## config.mk

```make
export PLATFORM = sky130hd
export DESIGN_NAME = elevator_request_scheduler
export DESIGN_NICKNAME = d
export VERILOG_FILES = /design/src/rtl/elevator_request_scheduler_pkg.sv /design/src/rtl/elevator_request_scheduler_next_floor_finder.sv /design/src/rtl/elevator_request_scheduler.sv
export SDC_FILE = /design/constraint.sdc
export NUM_CORES = 1
export LEC_CHECK = 0
export CAP_MARGIN = 20
export CELL_PAD_IN_SITES_DETAIL_PLACEMENT = 0
export CELL_PAD_IN_SITES_GLOBAL_PLACEMENT = 2
export CORE_ASPECT_RATIO = 0.75
export CORE_MARGIN = 8
export CORE_UTILIZATION = 33
export CTS_BUF_LIST = sky130_fd_sc_hd__clkbuf_4
export DETAILED_ROUTE_END_ITERATION = 10
export HOLD_SLACK_MARGIN = 0.12
export PLACE_DENSITY_LB_ADDON = 0.08
export SETUP_SLACK_MARGIN = 0.1
export SLEW_MARGIN = 20
export SYNTH_ARGS = -nofsm -noshare
export SYNTH_HDL_FRONTEND = slang
export SYNTH_SLANG_ARGS = --single-unit
```

## constraint.sdc

```tcl
create_clock -name clk -period 2.95 [get_ports clk]
set_input_delay 0.7375 -clock clk [delete_from_list [all_inputs] [get_ports clk]]
set_output_delay 0.7375 -clock clk [all_outputs]
set_load 0.02 [all_outputs]
```

## src/rtl/elevator_request_scheduler_pkg.sv

```systemverilog
`default_nettype none
// ============================================================================
// Module      : elevator_pkg
// Description : Shared types and constants for the elevator request scheduler.
//               Holds the floor count and floor index width, the scheduler
//               state and direction enums, and a floor one-hot helper.
// Revision    : 1.0 - initial release
// ============================================================================
package elevator_pkg;

  localparam int NUM_FLOORS = 8;
  localparam int FLOOR_W    = 3;

  typedef enum logic [1:0] {
    ST_IDLE      = 2'd0,
    ST_MOVE_UP   = 2'd1,
    ST_MOVE_DOWN = 2'd2,
    ST_SERVICE   = 2'd3
  } sched_state_t;

  typedef enum logic [1:0] {
    DIR_NONE = 2'd0,
    DIR_UP   = 2'd1,
    DIR_DOWN = 2'd2
  } dir_t;

  // One bit set at position f.
  function automatic logic [NUM_FLOORS-1:0] floor_onehot(input logic [FLOOR_W-1:0] f);
    logic [NUM_FLOORS-1:0] v;
    v    = '0;
    v[f] = 1'b1;
    return v;
  endfunction

endpackage : elevator_pkg
`default_nettype wire

```

## src/rtl/elevator_request_scheduler_next_floor_finder.sv

```systemverilog
`default_nettype none
// ============================================================================
// Module      : elevator_next_floor_finder
// Description : Combinational nearest-pending-floor search. Looks strictly
//               above (DIR_UP) or strictly below (DIR_DOWN) current_floor.
// Ports       : pend          - pending floors, one bit per floor
//               current_floor - search origin (excluded from the search)
//               direction     - DIR_UP / DIR_DOWN; DIR_NONE finds nothing
//               found         - a pending floor exists in that direction
//               floor         - nearest such floor (current_floor if none)
// Revision    : 1.0 - initial release
// ============================================================================
module elevator_next_floor_finder
  import elevator_pkg::*;
(
  input  logic [NUM_FLOORS-1:0] pend,
  input  logic [FLOOR_W-1:0]    current_floor,
  input  dir_t                  direction,
  output logic                  found,
  output logic [FLOOR_W-1:0]    floor
);

  always_comb begin
    found = 1'b0;
    floor = current_floor;
    if (direction == DIR_UP) begin
      // Scan top-down so the last hit is the lowest floor above the car.
      for (int i = NUM_FLOORS - 1; i >= 0; i--) begin
        if (pend[i] && (i > int'(current_floor))) begin
          found = 1'b1;
          floor = i[FLOOR_W-1:0];
        end
      end
    end else if (direction == DIR_DOWN) begin
      // Scan bottom-up so the last hit is the highest floor below the car.
      for (int i = 0; i < NUM_FLOORS; i++) begin
        if (pend[i] && (i < int'(current_floor))) begin
          found = 1'b1;
          floor = i[FLOOR_W-1:0];
        end
      end
    end
  end

endmodule : elevator_next_floor_finder
`default_nettype wire

```

## src/rtl/elevator_request_scheduler.sv

```systemverilog
`default_nettype none
// ============================================================================
// Module      : elevator_request_scheduler
// Description : Latches car and hall requests and schedules car travel with a
//               four-state FSM (IDLE / MOVE_UP / MOVE_DOWN / SERVICE) that
//               keeps its direction while requests remain ahead.
// Ports       : clk, reset (async, active-low)
//               car_req_valid/car_req_floor - car panel request pulse
//               hall_up_req/hall_down_req   - hall button levels
//               current_floor/floor_reached - car position feedback
//               queue_status, hall_up_pending, hall_down_pending - pending sets
//               target_floor, move_up, move_down, door_open - registered drive
// Revision    : 1.0 - initial release
// ============================================================================
module elevator_request_scheduler
  import elevator_pkg::*;
#(
  parameter int DWELL_CYCLES = 16
) (
  input  logic                  clk,
  input  logic                  reset,
  input  logic                  car_req_valid,
  input  logic [FLOOR_W-1:0]    car_req_floor,
  input  logic [NUM_FLOORS-1:0] hall_up_req,
  input  logic [NUM_FLOORS-1:0] hall_down_req,
  input  logic [FLOOR_W-1:0]    current_floor,
  input  logic                  floor_reached,
  output logic [NUM_FLOORS-1:0] queue_status,
  output logic [NUM_FLOORS-1:0] hall_up_pending,
  output logic [NUM_FLOORS-1:0] hall_down_pending,
  output logic [FLOOR_W-1:0]    target_floor,
  output logic                  move_up,
  output logic                  move_down,
  output logic                  door_open
);

  // No "up" button on the top floor, no "down" button on the bottom floor.
  localparam logic [NUM_FLOORS-1:0] c_hall_up_mask   = {1'b0, {(NUM_FLOORS-1){1'b1}}};
  localparam logic [NUM_FLOORS-1:0] c_hall_down_mask = {{(NUM_FLOORS-1){1'b1}}, 1'b0};
  localparam logic [7:0]            c_dwell_last     = 8'(DWELL_CYCLES - 1);

  sched_state_t          r_state;
  dir_t                  r_dir;
  logic [7:0]            r_dwell_cnt;
  logic [NUM_FLOORS-1:0] r_queue, r_hall_up, r_hall_down;
  logic [FLOOR_W-1:0]    r_target;
  logic                  r_move_up, r_move_down, r_door_open;

  logic [NUM_FLOORS-1:0] w_cf_onehot, w_pend, w_search_pend, w_absorb_mask;
  logic [NUM_FLOORS-1:0] w_car_raw, w_hu_raw, w_hd_raw;
  logic [NUM_FLOORS-1:0] w_car_set, w_hu_set, w_hd_set;
  logic [NUM_FLOORS-1:0] w_clr_queue, w_clr_hall_up, w_clr_hall_down;
  logic                  w_absorb, w_at_target, w_arrive_up, w_arrive_down;
  logic                  w_idle_service, w_enter_service;
  logic                  w_up_found, w_down_found;
  logic [FLOOR_W-1:0]    w_up_floor, w_down_floor;

  assign w_cf_onehot   = floor_onehot(current_floor);
  assign w_pend        = r_queue | r_hall_up | r_hall_down;
  // The car's own floor is handled explicitly; searches look strictly ahead.
  assign w_search_pend = w_pend & ~w_cf_onehot;

  assign w_car_raw = car_req_valid ? floor_onehot(car_req_floor) : '0;
  assign w_hu_raw  = hall_up_req & c_hall_up_mask;
  assign w_hd_raw  = hall_down_req & c_hall_down_mask;

  // While the door is open, any request for this floor is already satisfied:
  // drop it and hold the door a full dwell longer.
  assign w_absorb_mask = (r_state == ST_SERVICE) ? w_cf_onehot : '0;
  assign w_absorb      = |((w_car_raw | w_hu_raw | w_hd_raw) & w_absorb_mask);
  assign w_car_set     = w_car_raw & ~w_absorb_mask;
  assign w_hu_set      = w_hu_raw & ~w_absorb_mask;
  assign w_hd_set      = w_hd_raw & ~w_absorb_mask;

  assign w_at_target     = floor_reached && (current_floor == r_target);
  assign w_arrive_up     = (r_state == ST_MOVE_UP) && w_at_target;
  assign w_arrive_down   = (r_state == ST_MOVE_DOWN) && w_at_target;
  assign w_idle_service  = (r_state == ST_IDLE) && w_pend[current_floor];
  assign w_enter_service = w_arrive_up || w_arrive_down || w_idle_service;

  // Arrival clears the hall call in the travel direction; the opposite call is
  // only answered too when nothing remains ahead (the car will turn around).
  assign w_clr_queue     = w_enter_service ? w_cf_onehot : '0;
  assign w_clr_hall_up   = (w_arrive_up || w_idle_service || (w_arrive_down && !w_down_found))
                           ? w_cf_onehot : '0;
  assign w_clr_hall_down = (w_arrive_down || w_idle_service || (w_arrive_up && !w_up_found))
                           ? w_cf_onehot : '0;

  elevator_next_floor_finder u_find_up (
    .pend          (w_search_pend),
    .current_floor (current_floor),
    .direction     (DIR_UP),
    .found         (w_up_found),
    .floor         (w_up_floor)
  );

  elevator_next_floor_finder u_find_down (
    .pend          (w_search_pend),
    .current_floor (current_floor),
    .direction     (DIR_DOWN),
    .found         (w_down_found),
    .floor         (w_down_floor)
  );

  // Pending request sets: a set in the same cycle as a clear wins.
  always_ff @(posedge clk or negedge reset) begin
    if (!reset) begin
      r_queue     <= '0;
      r_hall_up   <= '0;
      r_hall_down <= '0;
    end else begin
      r_queue     <= (r_queue & ~w_clr_queue) | w_car_set;
      r_hall_up   <= (r_hall_up & ~w_clr_hall_up) | w_hu_set;
      r_hall_down <= (r_hall_down & ~w_clr_hall_down) | w_hd_set;
    end
  end

  always_ff @(posedge clk or negedge reset) begin
    if (!reset) begin
      r_state     <= ST_IDLE;
      r_dir       <= DIR_NONE;
      r_dwell_cnt <= '0;
      r_target    <= '0;
      r_move_up   <= 1'b0;
      r_move_down <= 1'b0;
      r_door_open <= 1'b0;
    end else begin
      case (r_state)
        ST_IDLE: begin
          if (w_idle_service) begin
            r_state     <= ST_SERVICE;
            r_dir       <= DIR_NONE;
            r_dwell_cnt <= '0;
            r_door_open <= 1'b1;
          end else if (w_up_found) begin
            r_state   <= ST_MOVE_UP;
            r_dir     <= DIR_UP;
            r_target  <= w_up_floor;
            r_move_up <= 1'b1;
          end else if (w_down_found) begin
            r_state     <= ST_MOVE_DOWN;
            r_dir       <= DIR_DOWN;
            r_target    <= w_down_floor;
            r_move_down <= 1'b1;
          end
        end

        ST_MOVE_UP: begin
          if (w_arrive_up) begin
            r_state     <= ST_SERVICE;
            r_dwell_cnt <= '0;
            r_move_up   <= 1'b0;
            r_door_open <= 1'b1;
          end else if (w_pend[current_floor]) begin
            // A call at the floor being passed becomes the nearest stop.
            r_target <= current_floor;
          end else if (w_up_found) begin
            r_target <= w_up_floor;
          end
        end

        ST_MOVE_DOWN: begin
          if (w_arrive_down) begin
            r_state     <= ST_SERVICE;
            r_dwell_cnt <= '0;
            r_move_down <= 1'b0;
            r_door_open <= 1'b1;
          end else if (w_pend[current_floor]) begin
            r_target <= current_floor;
          end else if (w_down_found) begin
            r_target <= w_down_floor;
          end
        end

        ST_SERVICE: begin
          if (w_absorb) begin
            r_dwell_cnt <= '0;
          end else if (r_dwell_cnt == c_dwell_last) begin
            r_dwell_cnt <= '0;
            r_door_open <= 1'b0;
            if ((r_dir == DIR_UP) && w_up_found) begin
              r_state   <= ST_MOVE_UP;
              r_target  <= w_up_floor;
              r_move_up <= 1'b1;
            end else if ((r_dir == DIR_DOWN) && w_down_found) begin
              r_state     <= ST_MOVE_DOWN;
              r_target    <= w_down_floor;
              r_move_down <= 1'b1;
            end else begin
              r_state <= ST_IDLE;
              r_dir   <= DIR_NONE;
            end
          end else begin
            r_dwell_cnt <= r_dwell_cnt + 8'd1;
          end
        end

        default: begin
          r_state <= ST_IDLE;
        end
      endcase
    end
  end

  assign queue_status      = r_queue;
  assign hall_up_pending   = r_hall_up;
  assign hall_down_pending = r_hall_down;
  assign target_floor      = r_target;
  assign move_up           = r_move_up;
  assign move_down         = r_move_down;
  assign door_open         = r_door_open;

endmodule : elevator_request_scheduler
`default_nettype wire

```

* Word-level counts from Yosys, hierarchy flattened
Cells that the tools add are included.
** Storage, ports and cells
- Register bits after elaboration :: 42
- Word-level logic and storage cells :: 214
- Bits of input ports :: 26
- Output and inout port bits :: 30
** Cells by class
- Eq/ne operators :: 25
- Magnitude comparators :: 18
- Bitwise operators :: 20
- Muxes and demuxes :: 96
- Reductions and logical operators :: 44
- Add/sub/neg operators :: 1
** Operators by type and width (number)
- $mux W8 :: 10
- $mux W3 :: 26
- $and A8 B8 Y8 :: 7
- $or A8 B8 Y8 :: 6
- $not A8 Y8 :: 5
- $mux W1 :: 36
- $pmux W8 S4 :: 1
- $mux W2 :: 14
- $logic_and A1 B1 Y1 :: 24
- $ne A2 B2 Y1 const B :: 12
- $reduce_and A7 Y1 :: 2
- $gt A3 B3 Y1 const A :: 4
- $pmux W3 S4 :: 1
- $reduce_and A5 Y1 :: 2
- $lt A3 B3 Y1 const A :: 3
- $reduce_and A9 Y1 :: 1
- $add A8 B1 Y8 const B :: 1
- $and A7 B8 Y8 :: 1
- $eq A8 B4 Y1 const B :: 1
- $lt A3 B4 Y1 const B :: 2
- $or A8 B7 Y8 :: 1
- $pmux W2 S4 :: 1
- $reduce_or A8 Y1 :: 1
- $demux W1 S3 :: 2
- 23 further kinds :: 40

* Depth between registers and ports, before layout
- Depth in word-level cells :: 21
- Gate-level depth with buffers :: 10
- Mapped depth without buffers :: 8

* Modules after synthesis
Synthesis repeated with hierarchy kept, for this count alone.
** Second synthesis, totals
- Cells, all modules :: 458
- Area total of the unflattened synthesis :: 3652.3 sq um
** Modules (own cells, without submodules)
- elevator_request_scheduler :: cells each 316, seq. area each 1051.0 sq um, area an instance 2798.9 sq um, instances 1
- elevator_next_floor_finder :: cells each 71, seq. area each 0.0 sq um, area an instance 426.7 sq um, instances 2

* Least setup slack after synthesis
Ideal clock, no wire load.
- Path type :: input to register
- Start :: input port current_floor[1]
- End :: register r_target[0], in the netlist target_floor[0]
- Data arrival time :: 2.833 ns
- Path buffers :: 1
- Slack :: -0.004 ns
- Data required time :: 2.829 ns
- Library setup time :: 0.121 ns
- Cell stages on the path :: 8
- Cell sequence :: buf_6 -> nor2_1 -> o22ai_1 -> nor4_4 -> mux2_1 -> mux2_2 -> a221o_1 -> a22o_1
** On the way
- Longest elaborated chain between the ends :: 19
- Elaborated cells between the ends (all ways) :: 95
- Those cells by class :: order compare (16); eq/ne (7); mux (46); bitwise (3); reduce/logical (23)
** Ends and longest elaborated chain
- start, declared :: line elevator_request_scheduler.sv:26 : input logic [FLOOR_W-1:0] current_floor,
- $lt A3 B4 Y1 (not written as such) or $ge A3 B1 Y1 (tied branches) :: line elevator_request_scheduler_pkg.sv:31 : v[f] = 1'b1;
- $logic_and A1 B1 Y1 (not written as such) :: line elevator_request_scheduler_pkg.sv:31
- $mux W1 (not written as such) :: line elevator_request_scheduler_pkg.sv:31
- $demux W1 S3 :: line elevator_request_scheduler_pkg.sv:31
- $not A8 Y8 :: line elevator_request_scheduler.sv:61 : assign w_search_pend = w_pend & ~w_cf_onehot;
- $and A8 B8 Y8 :: line elevator_request_scheduler.sv:61
- $logic_and A1 B1 Y1
- $mux W3 or $mux W1 (tied branches) (7 in a row) :: line elevator_request_scheduler_next_floor_finder.sv:37, elevator_request_scheduler_next_floor_finder.sv:29
- $mux W3 or $logic_and A1 B1 Y1 (tied branches) :: line elevator_request_scheduler.sv:185, elevator_request_scheduler.sv:181
- $mux W3 :: line elevator_request_scheduler.sv:181 : if ((r_dir == DIR_UP) && w_up_found) begin
- $mux W3 :: line elevator_request_scheduler.sv:178 : end else if (r_dwell_cnt == c_dwell_last) begin
- $mux W3 :: line elevator_request_scheduler.sv:176 : if (w_absorb) begin
- $pmux W3 S4 :: line elevator_request_scheduler.sv:128 : case (r_state)
- end signal, assigned :: line elevator_request_scheduler.sv:138 : r_target <= w_up_floor;
- end signal, assigned :: line elevator_request_scheduler.sv:183 : r_target <= w_up_floor;
- end signal, assigned :: line elevator_request_scheduler.sv:187 : r_target <= w_down_floor;
- end, declared :: line elevator_request_scheduler.sv:46 : logic [FLOOR_W-1:0] r_target;
Parallel ways exist; a longest one is shown, timed or not. The select of a mux whose other input is x is not followed.
A chain may end at the register's enable or synchronous reset.

* Worst setup path after layout
- Start :: input port car_req_valid
- End :: register r_target[0], in the netlist target_floor[0]
** On the way
- Longest elaborated chain between the ends :: 7
** Ends and longest elaborated chain
- start, declared :: line elevator_request_scheduler.sv:22 : input logic car_req_valid,
- $mux W8 :: line elevator_request_scheduler.sv:63 : assign w_car_raw = car_req_valid ? floor_onehot(car_req_floor) : '0;
- $or A8 B7 Y8 :: line elevator_request_scheduler.sv:70 : assign w_absorb = |((w_car_raw | w_hu_raw | w_hd_raw) & w_absorb_mask);
- $or A8 B8 Y8 :: line elevator_request_scheduler.sv:70
- $and A8 B8 Y8 :: line elevator_request_scheduler.sv:70
- $reduce_or A8 Y1 :: line elevator_request_scheduler.sv:70
- $ne A2 B2 Y1 (no line)
- $reduce_and A7 Y1 (no line)
- end signal, assigned :: line elevator_request_scheduler.sv:138
- end signal, assigned :: line elevator_request_scheduler.sv:143 : r_target <= w_down_floor;
- end signal, assigned :: line elevator_request_scheduler.sv:156 : r_target <= current_floor;
No other way between the ends.

==> reports/results.md <==
* **CP peak stage delay** 0.48 ns
* **top cell family by delay on the critical path** compound AO/OA/AOI/OAI gates
* **insertion delay to the later sink of the worst-skew pair** 0.38 ns
* **number of levels the H-tree was split into** 2
* **busiest layer in global routing** met1
* **leading register cell type out of synthesis** sky130_fd_sc_hd__dfrtp_1
* **leakage** 1.887 nW
* **horizontal extent of the die** 128.4 microns
* **setup repair after global routing missed its margin** no
* **setup violators final** 0
* **CTS root buffer** sky130_fd_sc_hd__clkbuf_4
* **final-report hold violation count** 0
* **number of global-route vias before repair** 3349
* **number of buffers on the longest clock path** 2
* **count of mapped cells out of synthesis** 356
* **Worst Setup Slack post-DPL** -0.5208 ns
* **via/cell ratio** 5.488
* **final core utilization** 0.4955
* **final routed DRC violation total** 0
* **post-layout total power** 3.040 mW
* **met1 Track Usage GR** 0.2661
* **via count** 3375
* **warnings from Yosys** 0
* **library cell contributing the largest single delay on the critical path** sky130_fd_sc_hd__clkdlybuf4s50_1
* **register clock-pin slew on the reported worst setup and hold paths** 0.14 ns
* **f_max** 367.9 MHz
* **final weighted congestion in routability-driven placement** 0.8885
* **Post-synth ARST share** 1.000
* **CTS tree** built
* **CTS Hold Bufs** 0
* **fraction of final layout cells with drive strength greater than 1** 0.2608
* **combined area of all synthesized cells** 3128 sq um
* **mean instance size in the synthesized netlist** 8.787 sq um
* **global routing met2 resource utilization** 0.2501
* **sum of buffers and inverters on the critical path** 2
* **initial detailed-routing violation count** 260
* **maximum number of pins on one net before global-route repair** 43
* **Die Span Y** 100.3 microns
* **Global Route Usage Sum** 0.1784
* **clk_skew** 0.01539 ns
* **CP Data Arrival Time** 3.03 ns
* **most common library cell in the layout ignoring fill and taps** sky130_fd_sc_hd__buf_4
* **Port Buf Inserts** 53
* **TritonRoute pass-1 iters** 5
* **Max-Cap Viols** 0
* **clock buffer count from CTS** 5
* **result of the run** finished clean
* **Synth Register Bits** 42
* **total detailed-routing wirelength** 11220 microns
* **estimated wirelength of the detail-placed design** 8665 microns
* **antenna violation net count after detailed routing** 0
* **Placed Cells incl. Taps** 604
* **IO Pins** 56
* **GR Util met3** 0.04290
* **transition time of the tightest slew-check pin** 0.5699 ns
* **count of standard-cell rows** 30
* **signed area change from the synthesized netlist to the final layout** 44.48%
* **GRT Residual Overflow** 0
* **Routed wire per std cell** 18.24 microns
* **number of pins with negative max-slew slack in the final report** 0
* **peak ir drop on the vdd network** 0.3406 mV
* **power per cell area** 672.7 nW/um^2
* **Total Die Area** 12880 sq um
* **global-route wire length before repair** 18180 microns
* **final antenna diode count** 0
* **Initial Utilization** 0.3429
* **shortest clock period the worst path allows after layout** 2.718 ns
* **most used cells in the layout excluding fill and tap cells** sky130_fd_sc_hd__buf_4, sky130_fd_sc_hd__clkdlybuf4s50_1, sky130_fd_sc_hd__nand2_1, sky130_fd_sc_hd__dfrtp_1, sky130_fd_sc_hd__nor2_1
* **Worst setup EP type** register
* **share of the clock period used by the worst path** 0.9213
* **worst min path class** in -> async
* **antenna violations before repair** 0
* **Critical Path Fanout Max** 6
* **portion of the post-synthesis area used by sequential elements** 0.3360
* **core box area** 9121 sq um
* **number of synthesized flops with an enable pin** 0
* **Worst Path Class, Setup** in -> reg
* **Slew headroom** 0.6201
* **number of distinct library cells after synthesis** 79
* **chain of cells forming the critical path** clkdlybuf4s50_1, nor4bb_1, or4_1, a32oi_1, buf_4, a31o_2, o2111ai_2, a31oi_1, a22o_1
* **Post-Syn Nets** 388
* **# nets final** 518
* **type of origin of the critical path** primary input
* **final critical-path setup slack** 0.2321 ns
* **required time at the endpoint of the critical path** 3.27 ns
* **number of clock sinks** 42
* **number of non-filler instances in the completed layout** 615
==> path summary, 6_finish.rpt <==
check | cells after the start | startpoint | slack [ns] | endpoint
worst max-delay path | 9 | car_req_valid | 0.23 | target_floor[0]
worst min-delay path | 1 | reset | 0.34 | queue_status[6]
worst max register to register | 9 | queue_status[2] | 0.33 | target_floor[0]
worst min register to register | 1 | move_down | 0.51 | move_down
max in group asynchronous | 1 | reset | 2.22 | target_floor[0]
min in group clk | 1 | move_down | 0.51 | move_down
==> Yosys cell counts, types with 4 or more instances <==
library cell	number	share of area
sky130_fd_sc_hd__ha_1	6	0.024
sky130_fd_sc_hd__o22ai_1	4	0.0080
sky130_fd_sc_hd__o21ai_0	15	0.024
sky130_fd_sc_hd__buf_2	4	0.0064
sky130_fd_sc_hd__nor3_2	5	0.016
sky130_fd_sc_hd__or3_1	5	0.010
sky130_fd_sc_hd__nand4_1	5	0.010
sky130_fd_sc_hd__nand2_1	44	0.053
sky130_fd_sc_hd__nor2b_1	4	0.0080
sky130_fd_sc_hd__a21o_1	4	0.0096
sky130_fd_sc_hd__dfrtp_1	42	0.34
sky130_fd_sc_hd__nor3_1	9	0.014
sky130_fd_sc_hd__o21bai_1	4	0.0096
sky130_fd_sc_hd__a21oi_1	17	0.027
sky130_fd_sc_hd__nor2_1	27	0.032
sky130_fd_sc_hd__xnor2_1	5	0.014
sky130_fd_sc_hd__nand3_1	12	0.019
sky130_fd_sc_hd__a22o_1	20	0.056
sky130_fd_sc_hd__o31ai_1	5	0.012
sky130_fd_sc_hd__clkbuf_1	9	0.011
sky130_fd_sc_hd__inv_1	10	0.012
sky130_fd_sc_hd__a31oi_1	6	0.012
sky130_fd_sc_hd__o2bb2ai_1	4	0.011
==> routing by layer <==
layer / wire length, microns / up-vias
li1: - / 1628
met2: 4483 / 85
met5: 0 / -
met1: 5942 / 1654
met3: 717 / 8
met4: 75 / 0
==> sequential cells by signal, indices dropped and copies added (netlist names) <==
signal             flops
target_floor           3
r_dwell_cnt            8
r_state                2
hall_down_pending      8
r_dir                  2
door_open              1
hall_up_pending        8
move_down              1
queue_status           8
move_up                1
==> kinds of logic (layout without fill, tap and decap cells) <==
group / count (synthesis) / in the layout / synth area share
AOI/OAI and AO/OA: 129 / 129 / 0.3184
xor gates and xnor gates: 7 / 7 / 0.01960
adders and majority gates: 6 / 6 / 0.02400
buffers and inverters: 29 / 160 / 0.04600
DFF: 42 / 42 / 0.3360
muxes: 6 / 6 / 0.02040
and+or+nand+nor: 137 / 137 / 0.2356
==> final cells by class <==
class	instances	area, sq um
fill	918	4602
multi-input combinational	285	1974
timing repair buffer	141	1210
sequential	42	1051
tap	128	160.2
clock buffer	7	52.55
inverter	11	41.29
clock inverter	1	30.03
==> through the flow <==
stage	hold slack (ns)	area (sq um)	TNS [ns]
after floorplan	0.4419	3128	0
after global placement	0.4786	4374	-9.933
after detailed placement	0.4853	4374	-10.83
after CTS	0.5195	4468	0
after global routing	0.3684	4519	0
final	0.3412	4519	0
==> report_power, final <==
group	switching, mW	internal (mW)
combinational	0.965	0.825
clock	0.207	0.198
sequential	0.138	0.707
total	1.31	1.73
==> timing repair <==
action	4_1_cts	5_1_grt
pin swaps	0	4
setup buffers	0	2
resized for setup	6	12
cloned	0	1
endpoints found under the setup margin	16	20
Power figures use the tool's default switching activity.
